--- config.mk ---
export PLATFORM = sky130hd
export DESIGN_NAME = id_ex_control_flat
export DESIGN_NICKNAME = d
export VERILOG_FILES = /design/src/rtl/id_ex_control_if.sv /design/src/rtl/id_ex_control.sv /design/src/flat_wrapper.sv
export SDC_FILE = /design/constraint.sdc
export NUM_CORES = 1
export LEC_CHECK = 0
export BUFFER_PORTS_ARGS = -buffer_cell sky130_fd_sc_hd__clkbuf_2
export CAP_MARGIN = 20
export CORE_ASPECT_RATIO = 0.7
export CORE_MARGIN = 2
export CORE_UTILIZATION = 42
export DETAILED_ROUTE_END_ITERATION = 7
export PLACE_DENSITY = 0.88
export SLEW_MARGIN = 20
export SYNTH_ARGS = -nofsm -noshare
export SYNTH_HDL_FRONTEND = slang
export SYNTH_SLANG_ARGS = --single-unit
--- constraint.sdc ---
create_clock -name clk -period 1.8 [get_ports clk]
set_clock_uncertainty 0.05 [all_clocks]
set_input_delay 0.09 -clock clk [delete_from_list [all_inputs] [get_ports clk]]
set_output_delay 0.09 -clock clk [all_outputs]
set_load 0.02 [all_outputs]
--- src/rtl/id_ex_control_if.sv ---
// ID/EX boundary bundle: decode-side inputs and stall from/to ID, registered controls towards EX.
// The module drives the slave side; the IF/ID stage or a testbench drives the master side.
interface id_ex_control_if #(
    parameter int XLEN = 64
);
    logic [31:0]     instr_i;
    logic            instr_valid_i;
    logic            flush_i;
    logic            stall_o;
    logic            ex_valid_o;
    logic            ex_reg_write_o;
    logic            ex_mem_read_o;
    logic            ex_mem_write_o;
    logic            ex_mem_to_reg_o;
    logic            ex_alu_src_o;
    logic            ex_branch_o;
    logic [1:0]      ex_alu_op_o;
    logic [6:0]      ex_funct7_o;
    logic [2:0]      ex_funct3_o;
    logic [4:0]      ex_rs1_o;
    logic [4:0]      ex_rs2_o;
    logic [4:0]      ex_rd_o;
    logic [XLEN-1:0] ex_imm_o;
    logic            ex_illegal_o;

    modport master (
        output instr_i, instr_valid_i, flush_i,
        input  stall_o, ex_valid_o, ex_reg_write_o, ex_mem_read_o, ex_mem_write_o,
               ex_mem_to_reg_o, ex_alu_src_o, ex_branch_o, ex_alu_op_o, ex_funct7_o,
               ex_funct3_o, ex_rs1_o, ex_rs2_o, ex_rd_o, ex_imm_o, ex_illegal_o
    );

    modport slave (
        input  instr_i, instr_valid_i, flush_i,
        output stall_o, ex_valid_o, ex_reg_write_o, ex_mem_read_o, ex_mem_write_o,
               ex_mem_to_reg_o, ex_alu_src_o, ex_branch_o, ex_alu_op_o, ex_funct7_o,
               ex_funct3_o, ex_rs1_o, ex_rs2_o, ex_rd_o, ex_imm_o, ex_illegal_o
    );
endinterface

--- src/rtl/id_ex_control.sv ---
// RV64 subset main decoder (ld/sd/beq/add/sub/and/or) plus the ID/EX pipeline register.
// Define ID_EX_HAZARD_EN to enable load-use stall detection; otherwise stall_o is tied low.
module id_ex_control #(
    parameter int XLEN = 64
) (
    input  logic             clk,
    input  logic             rst_n,
    id_ex_control_if.slave   bus
);
    localparam logic [6:0] OpLoad   = 7'b0000011;
    localparam logic [6:0] OpStore  = 7'b0100011;
    localparam logic [6:0] OpBranch = 7'b1100011;
    localparam logic [6:0] OpReg    = 7'b0110011;

    typedef struct packed {
        logic            valid;
        logic            regWrite;
        logic            memRead;
        logic            memWrite;
        logic            memToReg;
        logic            aluSrc;
        logic            branch;
        logic [1:0]      aluOp;
        logic [6:0]      funct7;
        logic [2:0]      funct3;
        logic [4:0]      rs1;
        logic [4:0]      rs2;
        logic [4:0]      rd;
        logic [XLEN-1:0] imm;
        logic            illegal;
    } exCtrl_t;

    logic [6:0] opcode;
    logic [2:0] funct3;
    logic [6:0] funct7;
    logic       legal;
    logic       hazard;
    exCtrl_t    decoded;
    exCtrl_t    exCtrl_d;
    exCtrl_t    exCtrl_q;

    assign opcode = bus.instr_i[6:0];
    assign funct3 = bus.instr_i[14:12];
    assign funct7 = bus.instr_i[31:25];

    always_comb begin
        decoded = '0;
        legal   = 1'b0;
        case (opcode)
            OpLoad: begin
                if (funct3 == 3'b011) begin
                    legal            = 1'b1;
                    decoded.regWrite = 1'b1;
                    decoded.memRead  = 1'b1;
                    decoded.memToReg = 1'b1;
                    decoded.aluSrc   = 1'b1;
                    decoded.imm      = {{(XLEN-12){bus.instr_i[31]}}, bus.instr_i[31:20]};
                end
            end
            OpStore: begin
                if (funct3 == 3'b011) begin
                    legal            = 1'b1;
                    decoded.memWrite = 1'b1;
                    decoded.aluSrc   = 1'b1;
                    decoded.imm      = {{(XLEN-12){bus.instr_i[31]}}, bus.instr_i[31:25],
                                        bus.instr_i[11:7]};
                end
            end
            OpBranch: begin
                if (funct3 == 3'b000) begin
                    legal          = 1'b1;
                    decoded.branch = 1'b1;
                    decoded.aluOp  = 2'b01;
                    decoded.imm    = {{(XLEN-13){bus.instr_i[31]}}, bus.instr_i[31],
                                      bus.instr_i[7], bus.instr_i[30:25],
                                      bus.instr_i[11:8], 1'b0};
                end
            end
            OpReg: begin
                // add/or/and share funct7 0; only sub uses the alternate funct7
                if (((funct7 == 7'b0000000) &&
                     ((funct3 == 3'b000) || (funct3 == 3'b110) || (funct3 == 3'b111))) ||
                    ((funct7 == 7'b0100000) && (funct3 == 3'b000))) begin
                    legal            = 1'b1;
                    decoded.regWrite = 1'b1;
                    decoded.aluOp    = 2'b10;
                end
            end
            default: legal = 1'b0;
        endcase

        if (legal) begin
            decoded.valid  = 1'b1;
            decoded.funct7 = funct7;
            decoded.funct3 = funct3;
            decoded.rs1    = bus.instr_i[19:15];
            decoded.rs2    = bus.instr_i[24:20];
            decoded.rd     = bus.instr_i[11:7];
        end else begin
            decoded         = '0;
            decoded.illegal = 1'b1;
        end
    end

`ifdef ID_EX_HAZARD_EN
    logic rs2Used;
    assign rs2Used = legal && (opcode != OpLoad);
    assign hazard  = exCtrl_q.valid && exCtrl_q.memRead && (exCtrl_q.rd != 5'd0) &&
                     bus.instr_valid_i &&
                     ((exCtrl_q.rd == bus.instr_i[19:15]) ||
                      (rs2Used && (exCtrl_q.rd == bus.instr_i[24:20])));
`else
    assign hazard = 1'b0;
`endif

    assign bus.stall_o = hazard && !bus.flush_i;

    // Flush, hazard and an empty ID slot all load the same all-zero bubble.
    always_comb begin
        exCtrl_d = '0;
        if (bus.flush_i) begin
            exCtrl_d = '0;
        end else if (hazard) begin
            exCtrl_d = '0;
        end else if (!bus.instr_valid_i) begin
            exCtrl_d = '0;
        end else begin
            exCtrl_d = decoded;
        end
    end

    always_ff @(posedge clk or negedge rst_n) begin
        if (!rst_n) begin
            exCtrl_q <= '0;
        end else begin
            exCtrl_q <= exCtrl_d;
        end
    end

    assign bus.ex_valid_o      = exCtrl_q.valid;
    assign bus.ex_reg_write_o  = exCtrl_q.regWrite;
    assign bus.ex_mem_read_o   = exCtrl_q.memRead;
    assign bus.ex_mem_write_o  = exCtrl_q.memWrite;
    assign bus.ex_mem_to_reg_o = exCtrl_q.memToReg;
    assign bus.ex_alu_src_o    = exCtrl_q.aluSrc;
    assign bus.ex_branch_o     = exCtrl_q.branch;
    assign bus.ex_alu_op_o     = exCtrl_q.aluOp;
    assign bus.ex_funct7_o     = exCtrl_q.funct7;
    assign bus.ex_funct3_o     = exCtrl_q.funct3;
    assign bus.ex_rs1_o        = exCtrl_q.rs1;
    assign bus.ex_rs2_o        = exCtrl_q.rs2;
    assign bus.ex_rd_o         = exCtrl_q.rd;
    assign bus.ex_imm_o        = exCtrl_q.imm;
    assign bus.ex_illegal_o    = exCtrl_q.illegal;
endmodule
--- src/flat_wrapper.sv ---
// flat-port wrapper written by rule: the top's interface ports become plain ports
module id_ex_control_flat 
#(
    parameter int XLEN = 64
)
  (clk, rst_n, bus_instr_i, bus_instr_valid_i, bus_flush_i, bus_stall_o, bus_ex_valid_o, bus_ex_reg_write_o, bus_ex_mem_read_o, bus_ex_mem_write_o, bus_ex_mem_to_reg_o, bus_ex_alu_src_o, bus_ex_branch_o, bus_ex_alu_op_o, bus_ex_funct7_o, bus_ex_funct3_o, bus_ex_rs1_o, bus_ex_rs2_o, bus_ex_rd_o, bus_ex_imm_o, bus_ex_illegal_o);
  id_ex_control_if #(.XLEN(XLEN)) bus_i ();
  input  logic clk;
  input  logic rst_n;
  input wire logic [$bits(bus_i.instr_i)-1:0] bus_instr_i;
  input wire logic [$bits(bus_i.instr_valid_i)-1:0] bus_instr_valid_i;
  input wire logic [$bits(bus_i.flush_i)-1:0] bus_flush_i;
  output wire logic [$bits(bus_i.stall_o)-1:0] bus_stall_o;
  output wire logic [$bits(bus_i.ex_valid_o)-1:0] bus_ex_valid_o;
  output wire logic [$bits(bus_i.ex_reg_write_o)-1:0] bus_ex_reg_write_o;
  output wire logic [$bits(bus_i.ex_mem_read_o)-1:0] bus_ex_mem_read_o;
  output wire logic [$bits(bus_i.ex_mem_write_o)-1:0] bus_ex_mem_write_o;
  output wire logic [$bits(bus_i.ex_mem_to_reg_o)-1:0] bus_ex_mem_to_reg_o;
  output wire logic [$bits(bus_i.ex_alu_src_o)-1:0] bus_ex_alu_src_o;
  output wire logic [$bits(bus_i.ex_branch_o)-1:0] bus_ex_branch_o;
  output wire logic [$bits(bus_i.ex_alu_op_o)-1:0] bus_ex_alu_op_o;
  output wire logic [$bits(bus_i.ex_funct7_o)-1:0] bus_ex_funct7_o;
  output wire logic [$bits(bus_i.ex_funct3_o)-1:0] bus_ex_funct3_o;
  output wire logic [$bits(bus_i.ex_rs1_o)-1:0] bus_ex_rs1_o;
  output wire logic [$bits(bus_i.ex_rs2_o)-1:0] bus_ex_rs2_o;
  output wire logic [$bits(bus_i.ex_rd_o)-1:0] bus_ex_rd_o;
  output wire logic [$bits(bus_i.ex_imm_o)-1:0] bus_ex_imm_o;
  output wire logic [$bits(bus_i.ex_illegal_o)-1:0] bus_ex_illegal_o;
  assign bus_i.instr_i = bus_instr_i;
  assign bus_i.instr_valid_i = bus_instr_valid_i;
  assign bus_i.flush_i = bus_flush_i;
  assign bus_stall_o = bus_i.stall_o;
  assign bus_ex_valid_o = bus_i.ex_valid_o;
  assign bus_ex_reg_write_o = bus_i.ex_reg_write_o;
  assign bus_ex_mem_read_o = bus_i.ex_mem_read_o;
  assign bus_ex_mem_write_o = bus_i.ex_mem_write_o;
  assign bus_ex_mem_to_reg_o = bus_i.ex_mem_to_reg_o;
  assign bus_ex_alu_src_o = bus_i.ex_alu_src_o;
  assign bus_ex_branch_o = bus_i.ex_branch_o;
  assign bus_ex_alu_op_o = bus_i.ex_alu_op_o;
  assign bus_ex_funct7_o = bus_i.ex_funct7_o;
  assign bus_ex_funct3_o = bus_i.ex_funct3_o;
  assign bus_ex_rs1_o = bus_i.ex_rs1_o;
  assign bus_ex_rs2_o = bus_i.ex_rs2_o;
  assign bus_ex_rd_o = bus_i.ex_rd_o;
  assign bus_ex_imm_o = bus_i.ex_imm_o;
  assign bus_ex_illegal_o = bus_i.ex_illegal_o;
  id_ex_control #(.XLEN(XLEN)) u_core (.clk(clk), .rst_n(rst_n), .bus(bus_i));
endmodule
==> results of run 1 <==
final timing paths:
kind	start	to	slack, ns	cells after the start
setup / recovery	bus_instr_i[27]	u_core.bus.ex_branch_o	0.12	7
hold / removal	bus_instr_i[14]	u_core.bus.ex_funct3_o[2]	0.03	2
max in group asynchronous	rst_n	u_core.bus.ex_rd_o[0]	0.91	3
min in group asynchronous	rst_n	u_core.bus.ex_rd_o[2]	0.26	2
cell families after synthesis:
group	count (synthesis)	share of synthesized area
flip-flops	47	0.542
AND/OR/NAND/NOR	64	0.203
other	1	0.00173
buffers and inverters	59	0.199
multiplexers	1	0.00519
AO/OA/AOI/OAI	10	0.0496
routing by layer:
layer	global-route usage	up-vias	wire (um)
li1	-	750	-
met1	0.198	742	1850
met2	0.304	85	2350
met3	0.0684	5	461
met4	0.0404	0	39
met5	0	-	0
state kept, by name (all words and copies together), names as in the netlist:
signal and flops:
u_core.bus.ex_rs1_o 5, u_core.bus.ex_imm_o 13, u_core.bus.ex_rd_o 5, u_core.bus.ex_alu_src_o 1
u_core.bus.ex_funct3_o 3, u_core.bus.ex_mem_write_o 1, u_core.bus.ex_branch_o 1, u_core.bus.ex_alu_op_o 2
u_core.bus.ex_reg_write_o 1, u_core.bus.ex_rs2_o 5, u_core.bus.ex_funct7_o 7, u_core.bus.ex_mem_read_o 1
u_core.bus.ex_valid_o 1, u_core.bus.ex_illegal_o 1
layout make-up:
class / instances / area [sq um] / share of cell area
repair buffers: 161 / 945 / 0.324
inverters: 1 / 3.75 / 0.00129
well taps: 69 / 86.3 / 0.0296
multi-input cells: 76 / 569 / 0.195
clock buffers: 6 / 72.6 / 0.0249
clock inverters: 2 / 60.1 / 0.0206
flip-flops and latches: 47 / 1180 / 0.404
Yosys cell counts, types with 2 or more instances:
master / n
and4_1: 2
nor2_1: 5
dfrtp_1: 47
buf_2: 3
buf_4: 55
nor3_1: 3
nor2b_1: 5
or2_1: 3
and2_1: 32
and3_1: 2
a21oi_1: 2
a22oi_1: 4
cell usage in the layout (no fill, tap or decap), drive strengths merged, types with 2 or more instances in the layout:
master and n:
a21oi 3, clkbuf 140, dlygate4sd3 22, buf 5
and4 2, and2 32, nor4 2, and3 2
bufinv 2, nor2b 5, a22oi 4, dfrtp 47
nor2 5, nor3b 2, or2 3, nor3 3
per-stage QoR:
step           power [mW]  utilization  hold WS [ns]  cell area, sq um
4_1_cts              2.12        0.594        0.0148              2900
3_3_place_gp         1.19        0.522        0.0422              2550
5_1_grt              2.21        0.596        0.0255              2910
3_5_place_dp         1.20        0.522        0.0422              2550
6_report             2.11        0.596        0.0278              2910
2_1_floorplan        1.12            -        -0.256              2170
power breakdown:
| group | internal, mW | leakage (nW) | switching, mW |
|---|---|---|---|
| registers | 1.06 | 0.656 | 0.000376 |
| logic | 0.0797 | 0.915 | 0.0762 |
| clock network | 0.555 | 0.0654 | 0.344 |
repair_timing:
| item | in CTS | in global routing |
|---|---|---|
| endpoints found under the setup margin | 0 | 5 |
| hold buffers | 22 | 0 |
| gates resized for setup | 0 | 2 |
| hold endpoints to repair | 44 | 0 |
==> tab_implementation.tex, run 1 <==
\begin{tabular}{lr}
\hline
Metric & Value \\
\hline
\multicolumn{2}{l}{\textbf{Run status}} \\
Outcome & complete, no violations \\
\multicolumn{2}{l}{\textbf{Logic synthesis}} \\
Per-instance average area after synthesis & roughly 12 sq um \\
Share of the yosys chip area belonging to registers & 0.542 \\
Net count after synthesis & roughly 220 \\
Total standard cell area after synthesis & roughly 2200 sq um \\
Cell types occupying the most area after synthesis & dfrtp\_1 54\%, buf\_4 19\%, and2\_1 9.2\%, nor2b\_1 1.4\%, a22oi\_1 1.4\% \\
Number of warnings issued by yosys & 0 \\
Dominant synthesized flop cell & dfrtp\_1 \\
Number of instances in the synthesized netlist & 182 \\
Fraction of post-synthesis cell area in the top cell type by area & 0.542 \\
Count of flip-flops with a built-in enable after synthesis & 0 \\
Yosys top cell by area & dfrtp\_1 \\
Number of storage elements in the synthesis netlist & 47 \\
Number of library cell types mapped by synthesis & 31 \\
Asr flop ratio synth & 1.00 \\
\multicolumn{2}{l}{\textbf{Global route}} \\
Maximum number of pins on one net before global-route repair & 53 \\
Grt ovf & 0 \\
First-pass GRT wire length & 7600 um \\
Number of antenna violations at the first check in global routing & 0 \\
Total global routing track utilization & 0.172 \\
Via count of the first global-routing pass & 1531 \\
\multicolumn{2}{l}{\textbf{Detailed routing}} \\
Total wire length after detailed routing & around 4700 um \\
Number of nets with antenna violations after detailed routing & 0 \\
DRC & 0 \\
Wire length per cell & around 13 um \\
Ratio of routed vias to standard cells & approximately 4.4 \\
Violation count after the first detailed-route iteration & 52 \\
Initial DRT Pass Iterations & 5 \\
Routed vias & 1582 \\
\multicolumn{2}{l}{\textbf{Floorplan}} \\
Die height & approximately 64 um \\
Count of boundary I/O pins & roughly 140 \\
Initial core utilization & 0.444 \\
Floorplan die area & 5770 sq um \\
Core area & $\sim$4900 sq um \\
Number of core rows & 21 \\
Die outline width & between 80 and 90 um \\
\multicolumn{2}{l}{\textbf{STA}} \\
Final Hold Violating Endpoints & 0 \\
RSZ-0062 raised after global routing & false \\
Fin Setup TNS & 0 ns \\
Final critical delay including setup and external delays & roughly 1.7 ns \\
Peak clock frequency supported by timing & between 500 and 600 MHz \\
Share of the clock period used by the worst path after layout & 0.934 \\
Relative slew slack & 0.641 \\
Final setup fails & 0 \\
Final-report max-slew violation count & 0 \\
Worst-Margin Slew & approximately 0.54 ns \\
Final WS setup & approximately 0.12 ns \\
\multicolumn{2}{l}{\textbf{Min path}} \\
Worst min path class & in2reg \\
\multicolumn{2}{l}{\textbf{CTS}} \\
H-tree depth & 2 \\
Longest Clk Path Bufs & 2 \\
TritonCTS clock tree & done \\
Clock Root Buffer & clkbuf\_8 \\
Num CTS Buffers & 5 \\
Setup Buffers After CTS & 0 \\
Clock-pin slew on the worst setup and hold paths & $\sim$0.090 ns \\
Sink Count & 47 \\
\multicolumn{2}{l}{\textbf{Setup path}} \\
Required time of the critical path & approximately 2 ns \\
Arrival time at the worst endpoint & 1.86 ns \\
Slowest CP cell & dlygate4sd3\_1 \\
Critical path launch point type & input port \\
Maximum single-stage delay on the critical path & between 0.5 and 0.6 ns \\
Crit Path Category & in2reg \\
CP Max Fanout & 25 \\
Critical path buffers and inverters & 3 \\
Crit path cell chain & dlygate4sd3\_1 -> clkbuf\_2 -> nor3\_1 -> o2111ai\_2 -> a21oi\_4 -> buf\_6 -> and4\_1 \\
Crit end category & register \\
Top delay family on crit path & buffers and inverters \\
\multicolumn{2}{l}{\textbf{Finish}} \\
Final std cells w/o fill & $\sim$360 \\
Fill cell total of the finished layout & between 400 and 500 \\
Number of diodes added for antenna fixing & 0 \\
Net count, final & 328 \\
Layout cell share with drive strength beyond 1 & 0.536 \\
Area growth from synthesis to layout & 34.2\% \\
\multicolumn{2}{l}{\textbf{Flow run}} \\
Count of maximum capacitance violations & 0 \\
\multicolumn{2}{l}{\textbf{Placed design}} \\
Input/output buffers & around 130 \\
Detail Placement HPWL & roughly 3300 um \\
Setup Slack @ Placement & $\sim$0.25 ns \\
Placed cells & 332 \\
Routability cong. & around 0.69 \\
\multicolumn{2}{l}{\textbf{Pwr}} \\
Lkg Pwr & $\sim$1.6 nW \\
Pwr per Cell Area & roughly 720 nW/um\^{}2 \\
Worst supply voltage drop on vdd & around 0.46 mV \\
\hline
\end{tabular}
No activity file was read; power rests on OpenSTA's default activity.
==> run 2, diff against run 1 <==
ABC_AREA = 1   (was not set)
CORE_UTILIZATION = 43   (was 42)
==> run 2 against run 1 <==
Compared with the run above: maximum frequency grew 1.7%; hold slack lost 0.014 ns; sequential share of layout area shrank 1.2 points; clock power shrank 26%; first-iteration DRC count grew 73%; synthesized cell count grew 37%; largest power group unchanged; sequential power is essentially flat; wire length grew 12%; critical path depth grew 1.
==> tab_implementation.tex, run 2 <==
\begin{tabular}{lr}
\hline
Metric & Value \\
\hline
\multicolumn{2}{l}{\textbf{Finish}} \\
Most frequent cells in the layout & 134 x clkbuf\_2, 47 x dfrtp\_1, 41 x inv\_1 (was 134 x clkbuf\_2, 47 x dfrtp\_1, 32 x and2\_1) \\
Commonest non-fill, non-tap cell in the layout & clkbuf\_2 (unchanged) \\
Area growth from synthesis to layout & 30.3\% (was 34.2\%) \\
Fill cell total of the finished layout & 444 (was 411) \\
Net count, final & 398 (was 328) \\
Largest register FFs & 13 (unchanged) \\
Layout cell share with drive strength beyond 1 & 0.488 (was 0.536) \\
Register area & 1180 sq um (unchanged) \\
Multi-input combinational cell area & 532 sq um (was 569 sq um) \\
Total non-filler cell area in the finished layout & 3000 sq um (was 2910 sq um) \\
Number of diodes added for antenna fixing & 0 (unchanged) \\
\multicolumn{2}{l}{\textbf{Placed design}} \\
Input/output buffers & 134 (unchanged) \\
Detail Placement HPWL & 3660 um (was 3300 um) \\
Instance area at placement & 2640 sq um (was 2550 sq um) \\
Routability cong. & 0.825 (was 0.692) \\
\multicolumn{2}{l}{\textbf{Detailed routing}} \\
Routed wl met2 & 2510 um (was 2350 um) \\
Total wire length after detailed routing & 5240 um (was 4700 um) \\
Number of nets with antenna violations after detailed routing & 0 (unchanged) \\
Metal3 WL & 499 um (was 461 um) \\
Violation count after the first detailed-route iteration & 90 (was 52) \\
Ratio of routed vias to standard cells & 4.29 (was 4.37) \\
Initial DRT Pass Iterations & 4 (was 5) \\
Routed met1 length & 2120 um (was 1850 um) \\
DRC & 0 (unchanged) \\
Highest layer used for signal routing & met4 (unchanged) \\
Wire length per cell & 12.1 um (was 13.0 um) \\
Routed vias & 1865 (was 1582) \\
\multicolumn{2}{l}{\textbf{CTS}} \\
Setup Buffers After CTS & 0 (unchanged) \\
Clock Root Buffer & clkbuf\_8 (unchanged) \\
Sink Count & 47 (unchanged) \\
Longest Clk Path Bufs & 2 (unchanged) \\
H-tree depth & 2 (unchanged) \\
Num CTS Buffers & 5 (unchanged) \\
Clock-pin slew on the worst setup and hold paths & 0.09 ns (about the same) \\
TritonCTS clock tree & done (unchanged) \\
\multicolumn{2}{l}{\textbf{Setup path}} \\
Start point of the critical path & bus\_instr\_i[13] (was bus\_instr\_i[27]) \\
Slowest CP cell & dlygate4sd3\_1 (unchanged) \\
Maximum single-stage delay on the critical path & 0.54 ns (was 0.56 ns) \\
Arrival time at the worst endpoint & 1.82 ns (was 1.86 ns) \\
Crit end category & register (unchanged) \\
Crit path cell chain & dlygate4sd3\_1 -> clkbuf\_2 -> inv\_1 -> nand3\_1 -> nand3b\_2 -> nand3\_2 -> nand2\_8 -> nor2\_1 (was dlygate4sd3\_1 -> clkbuf\_2 -> nor3\_1 -> o2111ai\_2 -> a21oi\_4 -> buf\_6 -> and4\_1) \\
Crit Path Category & in2reg (unchanged) \\
Critical path launch point type & input port (unchanged) \\
CP Max Fanout & 43 (was 25) \\
Required time of the critical path & 1.97 ns (was 1.98 ns) \\
\multicolumn{2}{l}{\textbf{Logic synthesis}} \\
Count of flip-flops with a built-in enable after synthesis & 0 (unchanged) \\
Number of warnings issued by yosys & 0 (unchanged) \\
Asr flop ratio synth & 1.00 (unchanged) \\
Share of the yosys chip area belonging to registers & 0.511 (was 0.542) \\
Per-instance average area after synthesis & 9.21 sq um (was 11.9 sq um) \\
Most frequently used cell type in the post-synthesis netlist & buf\_4 (unchanged) \\
Net count after synthesis & 286 (was 218) \\
Number of instances in the synthesized netlist & 250 (was 182) \\
Most frequent cells after synthesis & 53 x buf\_4, 47 x dfrtp\_1, 41 x inv\_1 (was 55 x buf\_4, 47 x dfrtp\_1, 32 x and2\_1) \\
Total standard cell area after synthesis & 2300 sq um (was 2170 sq um) \\
Fraction of post-synthesis cell area in the top cell type by area & 0.511 (was 0.542) \\
Cell types occupying the most area after synthesis & dfrtp\_1 51\%, buf\_4 17\%, inv\_1 6.7\%, nor2\_2 6.5\%, nor2\_1 5.1\% (was dfrtp\_1 54\%, buf\_4 19\%, and2\_1 9.2\%, nor2b\_1 1.4\%, a22oi\_1 1.4\%) \\
Dominant synthesized flop cell & dfrtp\_1 (unchanged) \\
Number of storage elements in the synthesis netlist & 47 (unchanged) \\
Number of library cell types mapped by synthesis & 16 (was 31) \\
Yosys top cell by area & dfrtp\_1 (unchanged) \\
\multicolumn{2}{l}{\textbf{Min path}} \\
Worst Min Path Start & bus\_instr\_i[14] (unchanged) \\
Worst hold path depth & 3 (was 2) \\
Worst min path class & in2reg (unchanged) \\
\multicolumn{2}{l}{\textbf{Run status}} \\
Outcome & complete, no violations (unchanged) \\
\multicolumn{2}{l}{\textbf{STA}} \\
Final-report max-slew violation count & 0 (unchanged) \\
RSZ-0062 raised after global routing & false (unchanged) \\
Peak clock frequency supported by timing & 605 MHz (was 595 MHz) \\
Fin Setup TNS & 0 ns (unchanged) \\
Share of the clock period used by the worst path after layout & 0.918 (was 0.934) \\
Final critical delay including setup and external delays & 1.65 ns (was 1.68 ns) \\
Final setup fails & 0 (unchanged) \\
Final Hold Violating Endpoints & 0 (unchanged) \\
\multicolumn{2}{l}{\textbf{Pwr}} \\
Overall power of the completed layout & 1.89 mW (was 2.11 mW) \\
Lkg Pwr & 1.86 nW (was 1.64 nW) \\
Worst supply voltage drop on vdd & 0.475 mV (was 0.464 mV) \\
Pwr per Cell Area & 631 nW/um\^{}2 (was 725 nW/um\^{}2) \\
\multicolumn{2}{l}{\textbf{Global route}} \\
Grt ovf & 0 (unchanged) \\
First-pass GRT wire length & 8100 um (was 7600 um) \\
Via count of the first global-routing pass & 1719 (was 1531) \\
Number of antenna violations at the first check in global routing & 0 (unchanged) \\
Total global routing track utilization & 0.177 (was 0.172) \\
Maximum number of pins on one net before global-route repair & 53 (unchanged) \\
\multicolumn{2}{l}{\textbf{Floorplan}} \\
Floorplan die area & 5970 sq um (was 5770 sq um) \\
Die outline width & 91.5 um (was 89.9 um) \\
Die height & 65.2 um (was 64.2 um) \\
Initial core utilization & 0.443 (was 0.444) \\
Number of core rows & 22 (was 21) \\
Core area & 5200 sq um (was 4890 sq um) \\
Count of boundary I/O pins & 136 (unchanged) \\
\multicolumn{2}{l}{\textbf{Flow run}} \\
Count of maximum capacitance violations & 0 (unchanged) \\
\hline
\end{tabular}
## run 2: changes by cell type after synthesis, sizes merged, moves of 4 or more
cell,before,now
nand2,1,29
nor2b,5,0
inv,1,43
nor2,5,56
a22oi,4,0
and2,32,0
nand3,0,9
nand4,1,6
## run 2: final timing paths
path                                        endpoint  slack [ns]
max                           u_core.bus.ex_imm_o[6]        0.15
min                        u_core.bus.ex_funct3_o[2]        0.01
max in group asynchronous    u_core.bus.ex_imm_o[62]        0.95
min in group asynchronous     u_core.bus.ex_rs2_o[0]        0.16
## run 2: cells by family after synthesis
family | Yosys count | share of synthesized area
compound gates | 1 | 0.00217
buf+inv | 100 | 0.262
flops | 47 | 0.511
other cells | 1 | 0.00163
simple gates | 101 | 0.223
## run 2: cell type report
class	count	area share
Inverter	43	0.0538
Sequential cell	47	0.392
Clock buffer	6	0.0275
Tap cell	72	0.0300
Clock inverter	2	0.00542
Timing Repair Buffer	162	0.314
Multi-Input combinational cell	103	0.177
## run 2: metrics by stage
stage           util  setup slack (ns)  std cells  hold slack [ns]
2_1_floorplan      -             0.187        250           -0.256
3_3_place_gp   0.508             0.339        402          -0.0494
3_5_place_dp   0.508             0.242        402          -0.0402
4_1_cts        0.575            0.0603        435          0.00649
5_1_grt        0.577            0.0145        435           0.0152
6_report       0.577             0.148        435           0.0136
## run 2: timing repair
action / 4_1_cts / 5_1_grt
setup endpoints to repair: 0 / 42
gates resized for setup: 0 / 1
hold endpoints to repair: 51 / 0
hold buffers: 25 / 0
## run 2: routing by layer
metal | global-route usage | up-vias
met5 | 0 | -
met1 | 0.205 | 837
met2 | 0.313 | 113
li1 | - | 904
met4 | 0.0701 | 0
met3 | 0.0528 | 11
## run 2: report_power, final
group | switching, mW | total (mW) | leakage (nW) | internal, mW
logic | 0.0941 | 0.172 | 1.15 | 0.0780
registers | 0.000429 | 1.06 | 0.656 | 1.06
clock network | 0.351 | 0.665 | 0.0474 | 0.313
total | 0.446 | 1.89 | 1.86 | 1.45
## run 2: critical path: cells and delay by family
kind | cells | cell delay [ns]
buffers and inverters | 3 | 0.75
AND/OR/NAND/NOR | 5 | 0.97
==> run 3, diff against run 2 <==
SETUP_SLACK_MARGIN = 0.2   (was not set)
SLEW_MARGIN = 10   (was 20)
==> run 3 against run 2 <==
Compared with the run above: global-route usage grew 0.34 points; largest power group unchanged; total power rose by 4.1%; maximum frequency up 7.2%; utilization is 0.36 points higher; critical endpoint is now u_core.bus.ex_imm_o[8].
==> tab_implementation.tex, run 3 (synthesis results as in run 2) <==
\begin{tabular}{lr}
\hline
Metric & Value \\
\hline
\multicolumn{2}{l}{\textbf{Detailed routing}} \\
Violation count after the first detailed-route iteration & 64 (was 90) \\
Wire length per cell & 12.0 um (was 12.1 um) \\
DRC & 0 (unchanged) \\
Ratio of routed vias to standard cells & 4.30 (was 4.29) \\
Routed vias & 1865 (unchanged) \\
Total wire length after detailed routing & 5220 um (was 5240 um) \\
Number of nets with antenna violations after detailed routing & 0 (unchanged) \\
Initial DRT Pass Iterations & 4 (unchanged) \\
\multicolumn{2}{l}{\textbf{CTS}} \\
Clock Root Buffer & clkbuf\_8 (unchanged) \\
Sink Count & 47 (unchanged) \\
H-tree depth & 2 (unchanged) \\
Clock-pin slew on the worst setup and hold paths & 0.08 ns (was 0.09 ns) \\
Num CTS Buffers & 5 (unchanged) \\
TritonCTS clock tree & done (unchanged) \\
Longest Clk Path Bufs & 2 (unchanged) \\
\multicolumn{2}{l}{\textbf{Floorplan}} \\
Number of core rows & 22 (unchanged) \\
Floorplan die area & 5970 sq um (unchanged) \\
Core area & 5200 sq um (unchanged) \\
Count of boundary I/O pins & 136 (unchanged) \\
Initial core utilization & 0.443 (unchanged) \\
Die outline width & 91.5 um (unchanged) \\
Die height & 65.2 um (unchanged) \\
\multicolumn{2}{l}{\textbf{STA}} \\
Fin Setup TNS & 0 ns (unchanged) \\
Final Hold Violating Endpoints & 0 (unchanged) \\
Final WS setup & 0.259 ns (was 0.148 ns) \\
Final setup fails & 0 (unchanged) \\
RSZ-0062 raised after global routing & false (unchanged) \\
Relative slew slack & 0.616 \\
Worst-Margin Slew & $\sim$0.58 ns \\
Final critical delay including setup and external delays & 1.54 ns (was 1.65 ns) \\
Final-report max-slew violation count & 0 (unchanged) \\
Peak clock frequency supported by timing & 649 MHz (was 605 MHz) \\
Share of the clock period used by the worst path after layout & 0.856 (was 0.918) \\
Worst hold margin & 0.0144 ns (was 0.0136 ns) \\
\multicolumn{2}{l}{\textbf{Finish}} \\
Net count, final & 398 (unchanged) \\
Layout cell share with drive strength beyond 1 & 0.483 (was 0.488) \\
Total non-filler cell area in the finished layout & 3020 sq um (was 3000 sq um) \\
Most frequent cells in the layout & 134 x clkbuf\_2, 46 x dfrtp\_1, 41 x inv\_1 (was 134 x clkbuf\_2, 47 x dfrtp\_1, 41 x inv\_1) \\
Largest register FFs & 13 (unchanged) \\
Area growth from synthesis to layout & 31.1\% (was 30.3\%) \\
Commonest non-fill, non-tap cell in the layout & clkbuf\_2 (unchanged) \\
Number of diodes added for antenna fixing & 0 (unchanged) \\
\multicolumn{2}{l}{\textbf{Pwr}} \\
Pwr per Cell Area & 653 nW/um\^{}2 (was 631 nW/um\^{}2) \\
Overall power of the completed layout & 1.97 mW (was 1.89 mW) \\
Worst supply voltage drop on vdd & 0.415 mV (was 0.475 mV) \\
Lkg Pwr & 1.87 nW (was 1.86 nW) \\
\multicolumn{2}{l}{\textbf{Global route}} \\
Number of antenna violations at the first check in global routing & 0 (unchanged) \\
First-pass GRT wire length & 8300 um (was 8100 um) \\
Via count of the first global-routing pass & 1813 (was 1719) \\
Grt ovf & 0 (unchanged) \\
Maximum number of pins on one net before global-route repair & 53 (unchanged) \\
Total global routing track utilization & 0.181 (was 0.177) \\
\multicolumn{2}{l}{\textbf{Setup path}} \\
Critical path launch point type & input port (unchanged) \\
CP Max Fanout & 9 (was 43) \\
Crit end category & register (unchanged) \\
Arrival time at the worst endpoint & 1.70 ns (was 1.82 ns) \\
Required time of the critical path & 1.96 ns (was 1.97 ns) \\
Crit Path Category & in2reg (unchanged) \\
\multicolumn{2}{l}{\textbf{Min path}} \\
Worst min path class & in2reg (unchanged) \\
\multicolumn{2}{l}{\textbf{Placed design}} \\
Input/output buffers & 134 (unchanged) \\
Routability cong. & 0.726 (was 0.825) \\
Detail Placement HPWL & 3510 um (was 3660 um) \\
Instance area at placement & 2640 sq um (about the same) \\
Setup Slack @ Placement & 0.228 ns (was 0.242 ns) \\
\multicolumn{2}{l}{\textbf{Flow run}} \\
Count of maximum capacitance violations & 0 (unchanged) \\
\multicolumn{2}{l}{\textbf{Run status}} \\
Outcome & complete, no violations (unchanged) \\
\hline
\end{tabular}
==> run 3: repair_timing <==
action,4_1_cts,5_1_grt
setup buffers,0,0
endpoints found under the hold margin,49,0
setup endpoints to repair,0,55
hold buffers,27,0
resized for setup,0,2
==> run 3: layer usage <==
metal	share of wire	up-vias	GRT usage
met2	0.51	105	0.335
met5	0	-	0
li1	-	896	-
met4	0.0031	0	0.0455
met1	0.40	862	0.207
met3	0.085	2	0.0539
==> run 3: per-stage QoR <==
step / instances / utilization
2_1_floorplan: 250 / -
3_3_place_gp: 400 / 0.508
3_5_place_dp: 400 / 0.508
4_1_cts: 434 / 0.580
5_1_grt: 434 / 0.581
6_report: 434 / 0.581
==> run 3: final timing paths <==
path                                        endpoint  cells past startpoint            start
worst max-delay path          u_core.bus.ex_imm_o[8]                      9   bus_instr_i[3]
worst min-delay path       u_core.bus.ex_funct3_o[1]                      3  bus_instr_i[13]
max in group asynchronous    u_core.bus.ex_imm_o[62]                      3            rst_n
min in group asynchronous     u_core.bus.ex_rs2_o[0]                      2            rst_n
==> run 3: area by class of cell <==
class,count,area (sq um)
clock buffer,6,72.6
clock inverter,1,30.0
fill,421,2180
inverter,43,161
multi-input combinational,103,526
sequential,47,1180
tap,72,90.1
timing repair buffer,162,961
==> run 3: where the power goes <==
group / leakage, nW / switching (mW) / total, mW / internal, mW
registers: 0.654 / 0.000493 / 1.06 / 1.06
clock network: 0.0513 / 0.336 / 0.744 / 0.407
logic: 1.16 / 0.0930 / 0.171 / 0.0784
==> run 3: worst max-delay path: stages <==
cell and delay, ns:
clkbuf_2 0.09, nor2_1 0.18, nand3_2 0.16, nor2_8 0.18
nand2_4 0.09, nand2_2 0.15, nand2_1 0.07, dlygate4sd3_1 0.56
nor2_1 0.13
